==> config.mk <==
export PLATFORM = sky130hd
export DESIGN_NAME = cla_add_scheduler
export DESIGN_NICKNAME = d
export VERILOG_FILES = /design/src/rtl/cla_add_scheduler.sv
export SDC_FILE = /design/constraint.sdc
export NUM_CORES = 1
export LEC_CHECK = 0
export CAP_MARGIN = 10
export CORE_MARGIN = 4
export CORE_UTILIZATION = 37
export CTS_BUF_LIST = sky130_fd_sc_hd__clkbuf_16
export CTS_CLUSTER_SIZE = 24
export DETAILED_ROUTE_END_ITERATION = 8
export HOLD_SLACK_MARGIN = 0.12
export SLEW_MARGIN = 30
export SYNTH_ARGS = -nofsm -noshare
export SYNTH_HDL_FRONTEND = slang
export SYNTH_SLANG_ARGS = --single-unit
==> constraint.sdc <==
create_clock -name clk -period 2.7 [get_ports clk]
set_input_delay 0.27 -clock clk [delete_from_list [all_inputs] [get_ports clk]]
set_output_delay 0.27 -clock clk [all_outputs]
set_load 0.02 [all_outputs]
==> src/rtl/cla_add_scheduler.sv <==
// cla_add_scheduler: two-requester round-robin front end for a 16-bit
// adder that resolves one 4-bit carry-lookahead nibble per cycle.
module cla_add_scheduler (
  input  logic        clk,
  input  logic        rst_n,
  input  logic        req0,
  input  logic        req1,
  input  logic [15:0] a0,
  input  logic [15:0] b0,
  input  logic [15:0] a1,
  input  logic [15:0] b1,
  input  logic        cin0,
  input  logic        cin1,
  output logic        gnt0,
  output logic        gnt1,
  output logic        busy,
  output logic [15:0] sum,
  output logic        cout,
  output logic        done,
  output logic        done_id
);

  typedef enum logic [1:0] {
    IDLE,
    ADD,
    DONE
  } state_t;

  state_t      state;
  logic [1:0]  k;
  logic [15:0] a_r;
  logic [15:0] b_r;
  logic [15:0] acc;
  logic        carry;
  logic        owner;
  logic        prio;
  logic        pick1;
  logic        idle;
  logic [3:0]  na;
  logic [3:0]  nb;
  logic [3:0]  g;
  logic [3:0]  p;
  logic [3:0]  s;
  logic [4:0]  c;

  // prio=1 means requester 1 wins the next tie
  assign idle  = (state == IDLE);
  assign pick1 = (req0 & req1) ? prio : req1;
  assign gnt0  = rst_n & idle & req0 & ~pick1;
  assign gnt1  = rst_n & idle & req1 & pick1;
  assign busy  = ~idle;

  always_comb begin
    na = a_r[{k, 2'b00} +: 4];
    nb = b_r[{k, 2'b00} +: 4];
    g  = na & nb;
    p  = na ^ nb;
    c[0] = carry;
    c[1] = g[0]
         | (p[0] & c[0]);
    c[2] = g[1]
         | (p[1] & g[0])
         | (p[1] & p[0] & c[0]);
    c[3] = g[2]
         | (p[2] & g[1])
         | (p[2] & p[1] & g[0])
         | (p[2] & p[1] & p[0] & c[0]);
    c[4] = g[3]
         | (p[3] & g[2])
         | (p[3] & p[2] & g[1])
         | (p[3] & p[2] & p[1] & g[0])
         | (p[3] & p[2] & p[1] & p[0] & c[0]);
    s = p ^ c[3:0];
  end

  always_ff @(posedge clk) begin
    if (!rst_n) begin
      state   <= IDLE;
      k       <= 2'd0;
      a_r     <= 16'h0000;
      b_r     <= 16'h0000;
      acc     <= 16'h0000;
      carry   <= 1'b0;
      owner   <= 1'b0;
      prio    <= 1'b0;
      sum     <= 16'h0000;
      cout    <= 1'b0;
      done    <= 1'b0;
      done_id <= 1'b0;
    end else begin
      done <= 1'b0;
      unique case (state)
        IDLE: begin
          if (gnt0 | gnt1) begin
            a_r   <= gnt1 ? a1 : a0;
            b_r   <= gnt1 ? b1 : b0;
            carry <= gnt1 ? cin1 : cin0;
            owner <= gnt1;
            prio  <= ~gnt1;
            k     <= 2'd0;
            state <= ADD;
          end
        end
        ADD: begin
          acc[{k, 2'b00} +: 4] <= s;
          carry <= c[4];
          k     <= k + 2'd1;
          if (k == 2'd3) begin
            sum     <= {s, acc[11:0]};
            cout    <= c[4];
            done_id <= owner;
            done    <= 1'b1;
            state   <= DONE;
          end
        end
        DONE: begin
          state <= IDLE;
        end
        default: begin
          state <= IDLE;
        end
      endcase
    end
  end

endmodule

# Word-level counts from Yosys, hierarchy flattened
# Cells that the tools add are included.
word_totals:
  word_cells: 81
  regBits: 74
  inputBits: 70
  out_inout_bits: 22
op_classes:
  shifts: 4
  n_mux: 13
  n_addsub: 2
  bitwise: 39
  n_eq_ne: 4
  n_reduce_logical: 7
op_table:
  columns: ["operator", "count"]
  rows:
  - ["$mux 16", 2]
  - ["$shiftx 16x5->4", 2]
  - ["$and 1x1->1", 22]
  - ["$bwmux 16", 1]
  - ["$shift 4x6->16 const A", 1]
  - ["$shiftx 4x6->16", 1]
  - ["$or 1x1->1", 11]
  - ["$reduce_and 2->1", 5]
  - ["$pmux 2 s2", 2]
  - ["$xor 4x4->4", 2]
  - ["$mux 2", 3]
  - ["$neg 4->6", 1]
  - ["$and 4x4->4", 1]
  - ["$mux 1", 4]
  - ["$not 1->1", 3]
  - ["$add 2x1->2 const B", 1]
  - ["$eq 2x1->1 const B", 1]
  - ["$eq 2x2->1 const B", 1]
  - ["$logic_not 2->1", 1]
  - ["$ne 2x1->1 const B", 1]
  - ["$ne 2x2->1 const B", 1]
  - ["$pmux 1 s2", 1]
  - ["$reduce_bool 2->1", 1]

# Depth between registers and ports, before layout
depth:
  word_depth: 9
  mapped_depth: 7
  ltp_nobuf: 6

# Worst setup path after synthesis
# Ideal clock, no wire load.
synth_timing:
  kind: "reg2reg"
  startpoint: "register k[0]"
  endpoint: "register acc[10]"
  setup_time_ps: 118
  path_slack_ps: 280
  synth_period_minus_slack_ps: 2420
  t_required_ps: 2582
  n_path_buf: 1
  path_stages_with_launch: 8
  arrival_time_ps: 2302
  cell_sequence: "dfxtp_1 > buf_2 > mux4_2 > ha_1 > a21o_1 > a211o_1 > a32oi_1 > nor2b_1"
synth_via:
  elab_chain_cells: 9
  elab_cells_between_ends: 24
  cone_classes: "add/sub (1); shift (4); mux (1); bitwise (18)"
synth_rtl:
  columns: ["element", "line_no", "rtl"]
  rows:
  - ["start, declared", "30", "logic [1:0] k;"]
  - ["start signal, assigned", "107", "k <= k + 2'd1;"]
  - ["$shiftx 16x5->4, on equally long branches", "54, 55", null]
  - ["$xor 4x4->4 or $and 4x4->4 (tied branches)", "57, 56", null]
  - ["$and 1x1->1, on equally long branches", "65, 66, 67", null]
  - ["$or 1x1->1, or another cell as far along", "65", "| (p[2] & g[1])"]
  - ["$or 1x1->1 or $and 1x1->1 (tied branches)", "66, 67", null]
  - ["$or 1x1->1", "67", "| (p[2] & p[1] & p[0] & c[0]);"]
  - ["$xor 4x4->4", "73", "s = p ^ c[3:0];"]
  - ["$shiftx 4x6->16", "105", "acc[{k, 2'b00} +: 4] <= s;"]
  - ["$bwmux 16 (*)", "105", null]
  - ["end signal, assigned by index", "105", null]
  - ["end, declared", "33", "logic [15:0] acc;"]
# Every way passes the cells marked *; elsewhere a longest branch is shown, timed or not.
# A chain may end at the register's enable or synchronous reset.

# Worst setup path after layout
layout_timing:
  startpoint: "register k[0]"
  endpoint: "register acc[7]"
# The elaborated chain is that of the path after synthesis.

==> results.toml <==
[worst_setup_path]
cp-start-kind = "register"
cp_max_fo = 14
arrival_ps = 2640
endpoint_kind = "register"
critPathKind = "register to register"
critical_path_required_ps = 2890
crit_slowest_cell = "mux4_2"
critical-path-max-stage-delay_ps = 570
rrSetupSlack_ps = 250
path_cells = "buf_4, mux4_2, ha_1, a211oi_1, o21bai_1, xnor2_1, o21ai_0"

[power_and_ir_drop]
leakage_uw = 0.00158
pwr-share-clk = 0.450
swShare = 0.225
power.switching_uw = 602
p_seq_frac = 0.415
power_density_mw_per_mm2 = 606
p_int_uw = 2080
power_uw = 2680
pwr-share-comb = 0.135
irDropWorstVdd_mv = 0.344

[cts]
cts_resized = 0
cts_root_buf = "clkbuf_16"
numCtsBuffers = 9
post_cts_buffers = 0
hold_buffers = 0
cts_tree = "built"
cts.reportedPaths.clkPinSlew_ps = 50
cts.sinks = 70
cts_buffer_depth = 2
clk_latency_ps = 320
htree_levels = 3

[global_routing]
grt_overflow_total = 0
grt_usage = 0.162
grt_pass1_wl_um = 12900
grt_max_degree = 73
grt_pass1_vias = 2692
antenna_found_initial = 0

[cells_and_area]
final_util = 0.536
num_antenna_cells = 0
fillers = 778
syn2layout_area_growth_pct = 39.8
multiInputGateArea_mm2 = 0.00163
finalNonFillerCells = 506
seqCellArea_mm2 = 0.00140
drive_gt1_frac = 0.0823
nets = 476

[run_status]
outcome = "completed"

[logic_synthesis]
ys_ff_latch = 70
syn_inst = 312
syn-cell-area_mm2 = 0.00316
ys_types = 41
synth_edf_count = 0
ys_seq_area_frac = 0.443
ys_warn_count = 0
avgSynthCellArea_um2 = 10.1
syn-num-nets = 392
ys_async_sr_fraction = 0
synth_flop_cell = "dfxtp_1"

[floorplanning]
core.rowCount = 33
fp.dieW_um = 100
dieArea_mm2 = 0.0101
die_y_um = 100
ios = 92
initial_core_util = 0.383
core-area_mm2 = 0.00826

[routing]
wl_per_cell_um = 15.5
via_per_inst = 5.27
vias = 2666
remaining_drc_errors = 0
drt_iter0_drc = 258
antenna_left = 0
drtPass1Iterations = 6
wirelength_um = 7850

[sta]
finClkSkew_ps = 7.22
rsz0062_at_grt = "false"
report.final.slew_viol_count = 0
max_slew_margin = 0.563
finalHoldViolations = 0
finalSetupTns_ps = 0
finalSetupViolations = 0
min_period_over_period = 0.906
fin_crit_ps = 2450
whs_ps = 461
worst_pin_slew_ps = 656
fmax_ghz = 0.409

[place]
globalplace.congestion = 0.771
place_inst = 490
portBuffers = 91
dp_hpwl_um = 5600

[min_path]
hp-class = "register to register"

[job]
maxCapViolations = 0
==> metrics by stage <==
stage,cell area (µm²),worst slack (ps)
5_1_grt,4420,30.4
6_report,4420,254
3_5_place_dp,4120,246
4_1_cts,4420,227
2_1_floorplan,3160,280
3_3_place_gp,4120,337
==> final timing paths <==
check / from / to / cells past startpoint
worst max-delay path: k[0]$_SDFFE_PN0P_ / acc[7]$_SDFFE_PN0P_ / 7
worst min register to register: sum[4]$_SDFFE_PN0P_ / sum[4]$_SDFFE_PN0P_ / 2
worst max register to register: k[0]$_SDFFE_PN0P_ / acc[7]$_SDFFE_PN0P_ / 7
worst min-delay path: sum[4]$_SDFFE_PN0P_ / sum[4]$_SDFFE_PN0P_ / 2
==> layer usage <==
layer	vias up	wire, µm	track usage
met5	-	0	0
met4	0	91	0.0466
met3	7	620	0.0554
met2	99	3560	0.259
met1	1220	3580	0.207
li1	1340	-	-
==> power by group through the flow <==
stage                     combinational (µW)  sequential (µW)  clock (µW)
after floorplan                          215             1120           0
after global placement                   361             1140           0
after detailed placement                 364             1130           0
after CTS                                367             1110        1230
after global routing                     397             1120        1280
final                                    363             1110        1210
==> worst max-delay path, delay by kind of cell, from the launching register on <==
family,cells,cell delay [ps]
xor+xnor,1,300
compound gates,3,560
mux,1,570
flops,1,300
buf+inv,1,240
fa+ha+maj,1,330
==> cells by family after synthesis <==
logic type | share of synthesized area
multiplexers | 0.0759
AO/OA/AOI/OAI | 0.206
AND/OR/NAND/NOR | 0.184
XOR/XNOR | 0.00554
flip-flops | 0.443
buffers and inverters | 0.0439
adder cells (fa/ha/maj) | 0.0419
==> layout by cell type, fill, tap and decap left out, types with 2 or more instances in the layout <==
master / Yosys / final
clkbuf_16: 0 / 9
clkdlybuf4s50_1: 0 / 90
a21o_1: 2 / 2
clkinv_1: 0 / 3
mux4_2: 8 / 8
nand2_1: 38 / 38
or2_2: 2 / 2
inv_1: 4 / 5
o21a_1: 3 / 3
bufinv_16: 0 / 2
nand2b_1: 2 / 2
o21bai_1: 3 / 3
a21boi_0: 16 / 16
and3_1: 3 / 3
dfxtp_1: 70 / 70
ha_1: 9 / 9
buf_4: 1 / 5
a22oi_1: 6 / 6
nor4b_2: 3 / 3
nor2_1: 5 / 5
nand3b_1: 3 / 3
nand3_1: 7 / 7
o21ai_0: 12 / 12
nor2b_1: 36 / 36
a21oi_1: 8 / 8
a32oi_1: 3 / 3
mux2i_1: 6 / 6
a222oi_1: 26 / 26
and2_1: 2 / 2
==> registers in the layout, indices dropped and copies added (netlist names) <==
name	cells
a_r	16
b_r	16
sum	16
acc	12
k	2
state	2
carry	1
cout	1
done	1
done_id	1
owner	1
prio	1
==> cell type report <==
| type | count | area share |
|---|---|---|
| inverter | 4 | 0.00339 |
| multi-input combinational | 215 | 0.368 |
| sequential | 70 | 0.317 |
| clock inverter | 7 | 0.0181 |
| clock buffer | 9 | 0.0509 |
| tap | 105 | 0.0297 |
| timing repair buffer | 96 | 0.213 |
==> cells in the mapped netlist (all sizes together), types with 4 or more instances <==
cell / n / area share
o21ai: 13 / 0.021
clkbuf: 12 / 0.014
a21boi: 16 / 0.038
mux2i: 6 / 0.019
nor2: 5 / 0.0059
a222oi: 26 / 0.082
mux4: 8 / 0.057
a21oi: 8 / 0.013
a22oi: 6 / 0.014
buf: 11 / 0.025
nand2: 38 / 0.045
nand3: 7 / 0.011
nor2b: 36 / 0.071
inv: 4 / 0.0047
ha: 9 / 0.036
dfxtp: 70 / 0.44
Note: power is estimated with default switching activity, not from simulation.
